`config.mk`:
```
export PLATFORM = sky130hd
export DESIGN_NAME = fetch_unit
export DESIGN_NICKNAME = d
export VERILOG_FILES = /design/src/rtl/fetch_unit.sv
export SDC_FILE = /design/constraint.sdc
export NUM_CORES = 1
export LEC_CHECK = 0
export CAP_MARGIN = 0
export CORE_MARGIN = 1
export CORE_UTILIZATION = 40
export CTS_CLUSTER_DIAMETER = 30
export DETAILED_ROUTE_END_ITERATION = 10
export PLACE_DENSITY = 0.75
export SYNTH_ARGS = -nofsm -noshare
export SYNTH_HDL_FRONTEND = slang
export SYNTH_SLANG_ARGS = --single-unit
```
`constraint.sdc`:
```
create_clock -name clk -period 1.8 [get_ports clk]
set_input_delay 0.36 -clock clk [delete_from_list [all_inputs] [get_ports clk]]
set_output_delay 0.36 -clock clk [all_outputs]
set_load 0.01 [all_outputs]
```
`src/rtl/fetch_unit.sv`:
```
// Instruction fetch stage: owns the PC, addresses the async-read ROM and registers the
// returned word into the IF/ID pipeline register. Supports stall, redirect and sticky halt.
module fetch_unit #(
  parameter int unsigned    AW        = 8,
  parameter int unsigned    DW        = 16,
  parameter logic [AW-1:0]  RESET_PC  = 8'h00,
  parameter logic [DW-1:0]  HALT_WORD = 16'hEFFF
) (
  input  logic          clk,
  input  logic          rst_n,
  output logic [AW-1:0] imem_addr,
  input  logic [DW-1:0] imem_data,
  input  logic          stall,
  input  logic          redirect,
  input  logic [AW-1:0] redirect_pc,
  output logic [DW-1:0] if_instr,
  output logic [AW-1:0] if_pc,
  output logic          if_valid,
  output logic          halted
);

  typedef enum logic [0:0] {StRun, StHalt} state_e;

  state_e        state_q, state_d;
  logic [AW-1:0] pc_q, pc_d;
  logic [DW-1:0] if_instr_q, if_instr_d;
  logic [AW-1:0] if_pc_q, if_pc_d;
  logic          if_valid_q, if_valid_d;

  always_ff @(posedge clk) begin
    if (!rst_n) begin
      state_q    <= StRun;
      pc_q       <= RESET_PC;
      if_instr_q <= '0;
      if_pc_q    <= '0;
      if_valid_q <= 1'b0;
    end else begin
      state_q    <= state_d;
      pc_q       <= pc_d;
      if_instr_q <= if_instr_d;
      if_pc_q    <= if_pc_d;
      if_valid_q <= if_valid_d;
    end
  end

  always_comb begin
    state_d    = state_q;
    pc_d       = pc_q;
    if_instr_d = if_instr_q;
    if_pc_d    = if_pc_q;
    if_valid_d = if_valid_q;

    unique case (state_q)
      StRun: begin
        if (redirect) begin
          // Redirect beats stall and suppresses the halt check on the current word.
          pc_d       = redirect_pc;
          if_valid_d = 1'b0;
        end else if (!stall) begin
          if_instr_d = imem_data;
          if_pc_d    = pc_q;
          if_valid_d = 1'b1;
          if (imem_data == HALT_WORD) begin
            state_d = StHalt;
          end else begin
            pc_d = pc_q + 1'b1;
          end
        end
      end
      StHalt: begin
        if_valid_d = 1'b0;
      end
      default: begin
        state_d = StRun;
      end
    endcase
  end

  assign imem_addr = pc_q;
  assign if_instr  = if_instr_q;
  assign if_pc     = if_pc_q;
  assign if_valid  = if_valid_q;
  assign halted    = (state_q == StHalt);

endmodule
```
## Word level (Yosys, flattened, before mapping)

Cells that the tools add are included.

| word-level totals | value |
|---|---|
| logic and storage cells | 25 |
| memories | 0 |
| RAM bits | 0 |
| register bits after elaboration | 34 |
| latch bits | 0 |
| ROM bits | 0 |
| output and inout port bits | 34 |

| cells by class | value |
|---|---|
| muxes and demuxes | 10 |
| multipliers | 0 |
| divide/modulo/power cells | 0 |
| add/subtract/negate cells | 1 |
| order comparisons | 0 |
| shifts and indexed selects | 0 |
| reduce and logical (&&, ||, !) cells | 2 |
| bitwise logic cells | 3 |
| eq/ne operators | 4 |

Operator list:

| operator | count |
|---|---|
| $mux 8 | 3 |
| $eq 16x16->1 const B | 1 |
| $add 8x1->8 const B | 1 |
| $mux 1 | 6 |
| $reduce_and 3->1 | 2 |
| $ne 3x3->1 const B | 1 |
| $not 1->1 | 3 |
| $ne 2x1->1 const B | 1 |
| $ne 2x2->1 const B | 1 |
| $pmux 1 s2 | 1 |

## Depth between registers and ports, before layout

Gate-level depths: netlist of the first run.

| logic depth | value |
|---|---|
| word-level depth | 5 |
| mapped depth | 6 |

## Worst setup path after synthesis of the first run

OpenSTA, ideal clock, no wires.

| timing | value |
|---|---|
| kind | in2reg |
| start | in redirect |
| end | reg state_q, in the netlist halted |
| slack | 0.327 ns |
| path buffers | 1 |
| data required time | 1.730 ns |
| setup time | 0.070 ns |
| arrival time | 1.402 ns |
| stages on the path | 5 |
| path through | buf_6 nand4b_4 or3_1 or3_1 a21oi_1 |

| on the way | value |
|---|---|
| longest elaborated chain between the ends | 2 |

RTL lines:

| element | line | source |
|---|---|---|
| start, declared | 14 | `input logic redirect,` |
| $mux 1 | 55 | `if (redirect) begin` |
| $mux 1 | 53 | `unique case (state_q)` |
| end signal, assigned | 32 | `state_q <= StRun;` |
| end signal, assigned | 38 | `state_q <= state_d;` |
| end, declared | 24 | `state_e state_q, state_d;` |

Every way passes these cells.
A chain may end at the register's enable or synchronous reset.

## Worst setup path in the final report of the first run

| timing | value |
|---|---|
| start | reg pc_q[2], in the netlist imem_addr[2] |
| end | out imem_addr[2] |

RTL lines:

| element | line | source |
|---|---|---|
| start, declared | 25 | `logic [AW-1:0] pc_q, pc_d;` |
| start signal, assigned | 39 | `pc_q <= pc_d;` |
| end, declared | 11 | `output logic [AW-1:0] imem_addr,` |

No word-level cell between the ends.

==> flow_summary.json, run 1 <==
{
  "cts.sinks": 34,
  "synth.most_common_cell": "nand2_1",
  "yosys.area.top_type": "dfxtp_1",
  "final-setup-viol-count": 0,
  "h-tree-depth": 2,
  "grt_max_degree": 17,
  "slowest_delay_ns": 0.60,
  "first_iter_violations": 56,
  "holdWs_ns": 0.454,
  "tightest_slew_ns": 0.365,
  "cellPowerDensity_mw_per_mm2": 708,
  "cts_buffer_depth": 2,
  "overflow": 0,
  "n_antenna_cell": 0,
  "fillers": 337,
  "synth_common_cells": "nand2_1, dfxtp_1, a21oi_1",
  "cp_cell_sequence": "clkdlybuf4s50_1",
  "setup_slack_ns": 0.0792,
  "core_area_sq_mm": 0.00369,
  "vdd_drop_max_uv": 543,
  "worstSetupPathType": "register to output pin",
  "cp_num_buf_inv": 1,
  "io_buffer_count": 61,
  "detail_route.wl_per_cell_um": 12.5,
  "post_cts_buffers": 0,
  "postSynthAreaPerCell_sq_um": 7.65,
  "yosysWarnings": 0,
  "rsz0062_at_grt": "no",
  "yosys_most_used_dff": "dfxtp_1",
  "worst_setup_path_end_kind": "output pin",
  "yosysSeqAreaShare_pct": 44.0,
  "track_usage_pct": 20.6,
  "fmax_mhz": 581,
  "hold_viol_final": 0,
  "synth-edff-count": 0,
  "synth_area_sq_mm": 0.00155,
  "cp_top_family": "buffers and inverters",
  "worstPathRequired_ns": 1.44,
  "dr_total_vias": 1653,
  "drtAntennaViolNets": 0,
  "post-dp-hpwl_mm": 2.96,
  "area_growth_pct": 52.8,
  "hold_class": "register to register",
  "cts_tree": "yes",
  "clockRootBuffer": "clkbuf_8",
  "synth_cells": 202,
  "antenna_found_initial": 0,
  "ys_ff_latch": 34,
  "ys_top_cells_by_area": "dfxtp_1, nand2_1, a21oi_1",
  "yosysTopAreaCellShare_pct": 44.0,
  "drtPass1Iterations": 4,
  "drv_slew": 0,
  "start_kind": "register",
  "cp_slowest_cell": "clkdlybuf4s50_1",
  "instances_no_fill": 319,
  "post-route-min-period_ns": 1.72,
  "grt_pass1_vias": 1457,
  "drc": 0,
  "clk_latency_ns": 0.28,
  "dieArea_sq_mm": 0.00412,
  "syn_nets": 231,
  "critPathArrivalTime_ns": 1.36,
  "cp_max_fo": 9,
  "fin_crit_sh_pct": 95.6,
  "numCtsBuffers": 5,
  "cts_hold_buf": 0,
  "dp_slack_ns": -0.164,
  "rows": 22,
  "die_w_um": 64.2,
  "start_util_pct": 41.9,
  "placed_cells": 313,
  "drive_above_1_share_pct": 9.59,
  "p_leak_nw": 0.869,
  "post_drt_via_cell_ratio": 5.18,
  "die_y_um": 64.2,
  "gp_congestion": 0.839,
  "post_cts_resize_count": 0,
  "slew-limit-headroom_pct": 75.0,
  "outcome": "finished, final reports clean",
  "ios": 62,
  "power_mw": 1.67,
  "synthArstFlopShare_pct": 0,
  "ys_types": 38,
  "cts.reportedPaths.clkPinSlew_ns": 0.06,
  "drv_cap": 0,
  "finalClockSkew_ns": 0.00310,
  "nets": 301,
  "grt_pass1_wl_mm": 6.58,
  "drt_wl_total_mm": 3.98
}
==> cell usage in the layout, fill, tap and decap left out, drive strengths merged, types with 2 or more instances in the layout <==
cell type      instances
clkbuf                 6
a211oi                 3
a21oi                 29
nand3                  5
nor3                   5
nand4                  2
clkdlybuf4s50         61
dfxtp                 34
nor2                   2
inv                    5
nand2                 68
o211ai                 2
o22ai                  3
a31oi                  2
o31ai                  2
nand2b                 2
or3                    4
a2111oi                2
buf                   16
==> stage by stage <==
stage / cell area, sq um / utilization, % / setup TNS (ns)
5_1_grt: 2360 / 64.0 / 0
3_5_place_dp: 2280 / 61.8 / -2.57
3_3_place_gp: 2280 / 61.8 / -2.26
4_1_cts: 2360 / 64.0 / 0
6_report: 2360 / 64.0 / 0
2_1_floorplan: 1550 / - / 0
==> sequential cells by signal, indices dropped and copies added (netlist names) <==
name	cells
halted	1
if_instr	16
if_pc	8
if_valid	1
imem_addr	8
==> logic make-up (layout without fill, tap and decap cells) <==
family	after synthesis	after routing	share of synthesized area, %
simple gates	94	94	27.7
compound gates	53	53	21.5
flops	34	34	44.0
buf+inv	19	88	5.26
fa+ha+maj	1	1	0.810
mux	1	1	0.648
==> metal layers <==
layer	GRT usage, %	share of wire [%]	wire length (um)	vias to the layer above
li1	-	-	-	838
met1	26.2	48	1920	754
met2	33.6	44	1770	56
met4	5.00	0.95	38	0
met3	6.79	6.3	249	5
met5	0	0	0	-
==> report_power, final <==
part	leakage (nW)	internal (mW)	total, mW	switching (mW)
Clock	0.0431	0.294	0.542	0.247
Sequential	0.278	0.789	0.824	0.0346
Combinational	0.548	0.175	0.307	0.132
Total	0.869	1.26	1.67	0.414
==> layout make-up <==
class	instances	area [sq um]	area share [%]
Inverter	5	18.8	0.795
Sequential cell	34	681	28.8
Clock buffer	6	82.6	3.50
Multi-Input combinational cell	149	788	33.4
Tap cell	48	60.1	2.54
Timing Repair Buffer	77	731	30.9
==> final timing paths <==
check | start | end | slack, ns | cells past startpoint
worst min register to register | if_instr[1] | if_instr[1] | 0.45 | 2
worst max-delay path | imem_addr[2] | imem_addr[2] | 0.08 | 1
worst max register to register | imem_addr[0] | imem_addr[6] | 0.24 | 5
worst min-delay path | if_instr[1] | if_instr[1] | 0.45 | 2
No activity file was read; power rests on OpenSTA's default activity.
==> inputs of run 2 (changes only) <==
SKIP_LAST_GASP = 1   (was not set)
==> results of run 2 <==
Final layout, timing and power as in run 1 (identical DEF).
